--- src/rtl/md_issue_ctrl.sv ---
// md_issue_ctrl: decodes HI/LO multiply-divide ops in EX, issues them to the unit,
// stalls while its busy window is open and keeps saturating issue/stall counters.
module md_issue_ctrl #(
    parameter int MUL_CYCLES = 5,
    parameter int DIV_CYCLES = 10,
    parameter int CNT_W = 16
) (
    input  logic             clk,
    input  logic             reset,
    input  logic             ex_valid,
    input  logic [3:0]       ex_op,
    input  logic             divisor_zero,
    output logic [1:0]       md_start,
    output logic [1:0]       md_op,
    output logic             hi_we,
    output logic             lo_we,
    output logic             hilo_sel,
    output logic             stall,
    output logic             busy,
    output logic [CNT_W-1:0] issue_cnt,
    output logic [CNT_W-1:0] stall_cnt
);
    localparam int LAT_MAX = MUL_CYCLES > DIV_CYCLES ? MUL_CYCLES : DIV_CYCLES;
    localparam int CW = $clog2(LAT_MAX + 1);
    typedef enum logic [1:0] {IDLE, MUL_BUSY, DIV_BUSY} state_t;
    state_t state;
    logic [CW-1:0] cnt;
    logic md_req, go, mul_start, div_start, hilo_q;
    // Every md op stalls while busy, so strobes only need the not-busy qualifier.
    always_comb begin
        md_req = ex_valid && ex_op >= 4'd1 && ex_op <= 4'd8;
        busy = state != IDLE;
        stall = md_req && busy;
        go = ex_valid && !busy;
        mul_start = go && (ex_op == 4'd1 || ex_op == 4'd2);
        div_start = go && (ex_op == 4'd3 || ex_op == 4'd4) && !divisor_zero;
        md_start = {div_start, mul_start};
        md_op = mul_start ? {1'b0, ex_op == 4'd2} : div_start ? {1'b1, ex_op == 4'd4} : 2'b00;
        hi_we = go && ex_op == 4'd7;
        lo_we = go && ex_op == 4'd8;
        hilo_sel = (go && ex_op == 4'd5) ? 1'b0 : (go && ex_op == 4'd6) ? 1'b1 : hilo_q;
    end
    always_ff @(posedge clk) begin
        if (reset) begin
            state <= IDLE;
            cnt <= '0;
            hilo_q <= 1'b0;
            issue_cnt <= '0;
            stall_cnt <= '0;
        end else begin
            hilo_q <= hilo_sel;
            if (md_start != 2'b00 && !(&issue_cnt)) issue_cnt <= issue_cnt + 1'b1;
            if (stall && !(&stall_cnt)) stall_cnt <= stall_cnt + 1'b1;
            if (busy) begin
                state <= cnt == '0 ? IDLE : state;
                cnt <= cnt == '0 ? cnt : cnt - 1'b1;
            end else if (mul_start) begin
                state <= MUL_BUSY;
                cnt <= CW'(MUL_CYCLES - 1);
            end else if (div_start) begin
                state <= DIV_BUSY;
                cnt <= CW'(DIV_CYCLES - 1);
            end
        end
    end
endmodule

--- config.mk ---
export PLATFORM = sky130hd
export DESIGN_NAME = md_issue_ctrl
export DESIGN_NICKNAME = d
export VERILOG_FILES = /design/src/rtl/md_issue_ctrl.sv
export SDC_FILE = /design/constraint.sdc
export NUM_CORES = 1
export LEC_CHECK = 0
export ABC_AREA = 0
export BUFFER_PORTS_ARGS = -buffer_cell sky130_fd_sc_hd__clkbuf_2
export CAP_MARGIN = 20
export CORE_ASPECT_RATIO = 0.75
export CORE_MARGIN = 8
export CORE_UTILIZATION = 35
export DETAILED_ROUTE_END_ITERATION = 10
export PLACE_DENSITY = 0.69
export SYNTH_ARGS = -nofsm -noshare
export SYNTH_HDL_FRONTEND = slang
export SYNTH_SLANG_ARGS = --single-unit
--- constraint.sdc ---
create_clock -name clk -period 2.5 [get_ports clk]
set_input_delay 0.5 -clock clk [delete_from_list [all_inputs] [get_ports clk]]
set_output_delay 0.5 -clock clk [all_outputs]
set_load 0.02 [all_outputs]
==> qor.yml <==
timing:
  hold_viol: 0
  tns_ps: 0
  rsz0062_at_grt: "no"
  slew_viol_final: 0
  finalCritPeriodShare_pct: 93.3
  slew_headroom_pct: 61.2
  worst_pin_slew_ps: 582
  fmaxAchievable_mhz: 429
  setup-violations-final: 0
  finalClockSkew_ps: 10.5
  fin_crit_ps: 2330
logic_synthesis:
  synth_nets: 270
  synth_seq_cells: 39
  synthCells: 259
  syn-cell-area_sq_um: 2120
  avgSynthCellArea_sq_um: 8.19
  synth_cell_types: 46
  yosys_warnings: 0
  ys_seq_area_share_pct: 36.8
die:
  ios: 49
  die_height_microns: 83.4
  core_area_sq_um: 5830
  start_util_pct: 36.4
  die_x_microns: 106
  die_area_sq_um: 8830
  rows: 24
hold_path:
  hold_path.class: "flop to flop"
  hold_path_depth: 2
  worstHoldEndpoint: "state[1]"
  hold_path_startpoint: "state[1]"
worst_setup_path:
  max_stage_delay_ps: 650
  cpLargestDelayFamily: "simple AND/OR/NAND/NOR gates"
  cp_max_fo: 10
  critPathCaptureType: "output pin"
  crit_top_cell: "clkbuf_2"
  critPathKind: "input pin to output pin"
  start_kind: "input pin"
  worstReg2RegEnd: "issue_cnt[14]"
  worst-endpoint-required_ps: 2000
  r2r_cells: 5
  path_depth: 6
  r2r-start: "issue_cnt[0]"
  ff2ff_setup_slack_ps: 550
  crit_chain: "clkbuf_2 -> buf_4 -> or4_2 -> nand4_1 -> inv_1 -> clkbuf_2"
  critPathSlowestCell: "or4_2"
  critPathBufInv: 4
  crit_arrival_ps: 1830
finish:
  layout_commonest_cell: "clkbuf_2"
  finalInstanceArea_sq_um: 2620
  area.growth.synth_to_final_pct: 23.4
  final_cell_count_no_fill: 395
  final_cell_mix: "48 x clkbuf_2, 39 x dfxtp_1, 27 x nor2_1"
  layout-drive-gt1-share_pct: 25.2
  num-nets-final: 327
  num_antenna_cells: 0
route:
  drtPass1Iterations: 4
  wire_per_inst_microns: 13.5
  drtIter0Drc: 76
  wl_microns: 5330
  drc: 0
  antenna_left: 0
  vias: 2066
  via_per_inst: 5.23
clock_tree:
  clockBufferDepth: 2
  cts_root_buffer: "clkbuf_8"
  clkTransAtPathRegs_ps: 80
  cts_buffers: 5
  clk_latency_ps: 290
  postCtsSetupBuffers: 0
  hold_buffers: 0
  cts_resized: 0
  tritoncts: "yes"
  htree_levels: 2
  clock-sinks: 39
global_routing:
  grt_pass1_wl_microns: 9090
  antenna_found_initial: 0
  grtUsageTotal_pct: 12.3
  grt_max_degree: 29
  grt_overflow_total: 0
  grt_pass1_vias: 1864
outcome:
  status: "finished clean"
placed_design:
  place_area_sq_um: 2480
  place_hpwl_microns: 4080
  port_buffers: 48
  dp.cells: 387
  place_congestion: 0.818
run:
  drv_cap: 0
power:
  p_leak_nw: 1.01
  ir_drop_mv: 0.222
  power_density_nw_per_um2: 526
## synthesized netlist by cell type (all sizes together)
cell / count / share of area (%)
nor3: 15 / 3.5
nand3b: 3 / 1.1
o311ai: 2 / 0.83
or2: 3 / 0.89
and3: 4 / 1.2
a21oi: 17 / 4.0
dfxtp: 39 / 37
o31a: 1 / 0.41
and2: 1 / 0.30
nand3: 14 / 3.3
nor3b: 3 / 1.1
a211oi: 1 / 0.35
buf: 6 / 2.4
nand4b: 1 / 0.41
nand2: 13 / 2.3
or4: 5 / 2.0
nand4: 11 / 3.2
ha: 3 / 1.8
o211ai: 1 / 0.35
mux2i: 1 / 0.47
nor2b: 1 / 0.30
o21ai: 6 / 1.4
or3: 6 / 1.8
nor2: 28 / 5.0
o41ai: 4 / 1.7
a2111o: 1 / 0.53
inv: 13 / 2.3
o211a: 1 / 0.47
mux2: 1 / 0.53
a31oi: 4 / 1.2
o21a: 2 / 0.71
or4b: 1 / 0.47
nor4: 11 / 3.2
dlymetal6s2s: 1 / 0.59
xnor2: 19 / 7.8
clkbuf: 7 / 1.8
o31ai: 3 / 1.1
and4: 5 / 2.1
nor4b: 1 / 0.41
## routing by layer
metal / global-route usage, % / up-vias / wire, microns
met4: 3.44 / 0 / 58
met3: 3.70 / 4 / 274
met1: 15.6 / 960 / 2520
li1: - / 1065 / -
met2: 19.4 / 37 / 2480
met5: 0 / - / 0
## tightest hold or removal path, stage by stage, from the launching register on
cell and delay (ps):
dfxtp_1 320, nand2_1 50, a21oi_1 50
## power by group
group	leakage [nW]	switching [mW]	internal, mW
Clock	0.0644	0.233	0.398
Sequential	0.315	0.00590	0.628
Combinational	0.629	0.0669	0.0443
Total	1.01	0.305	1.07
## worst max-delay path by stage
| stage | from | to | slack, ps |
|---|---|---|---|
| 6_report | ex_op[1] | stall | 170 |
| 5_1_grt | state[1] | hilo_sel | 80 |
| 4_1_cts | ex_op[1] | stall | 150 |
| 3_5_place_dp | ex_op[1] | issue_cnt[14] | 9 |
| 3_3_place_gp | ex_op[1] | issue_cnt[14] | 40 |
| 2_1_floorplan | ex_op[0] | issue_cnt[7] | 20 |
## sequential cells by signal, summed over array words and instances (netlist names)
| register | cells |
|---|---|
| state | 2 |
| issue_cnt | 16 |
| hilo_q | 1 |
| cnt | 4 |
| stall_cnt | 16 |
## area by class of cell
class                      count  area (sq um)
clock inverter                 3          67.6
sequential                    39           781
multi-input combinational    193          1190
timing repair buffer          64           360
clock buffer                   5          68.8
inverter                      13          48.8
tap                           78          97.6
fill                         605          3210
## cells by family (layout without fill, tap and decap cells)
family	count (synthesis)	count (layout)	share of synthesized area, %
adder cells (fa/ha/maj)	3	3	1.77
flip-flops	39	39	36.8
XOR/XNOR	19	19	7.85
AND/OR/NAND/NOR	126	126	32.6
AO/OA/AOI/OAI	43	43	13.0
multiplexers	2	2	1.00
buffers and inverters	27	85	7.02
## through the flow
step / total power [mW] / utilization (%) / setup WS (ps) / hold WS, ps
final: 1.38 / 44.9 / 167 / 474
after global routing: 1.44 / 44.9 / 83.9 / 501
after floorplan: 0.727 / - / 18.7 / 437
after detailed placement: 0.759 / 42.5 / 9.04 / 450
after CTS: 1.39 / 44.9 / 150 / 461
after global placement: 0.757 / 42.5 / 36.1 / 446
Power figures use the tool's default switching activity.
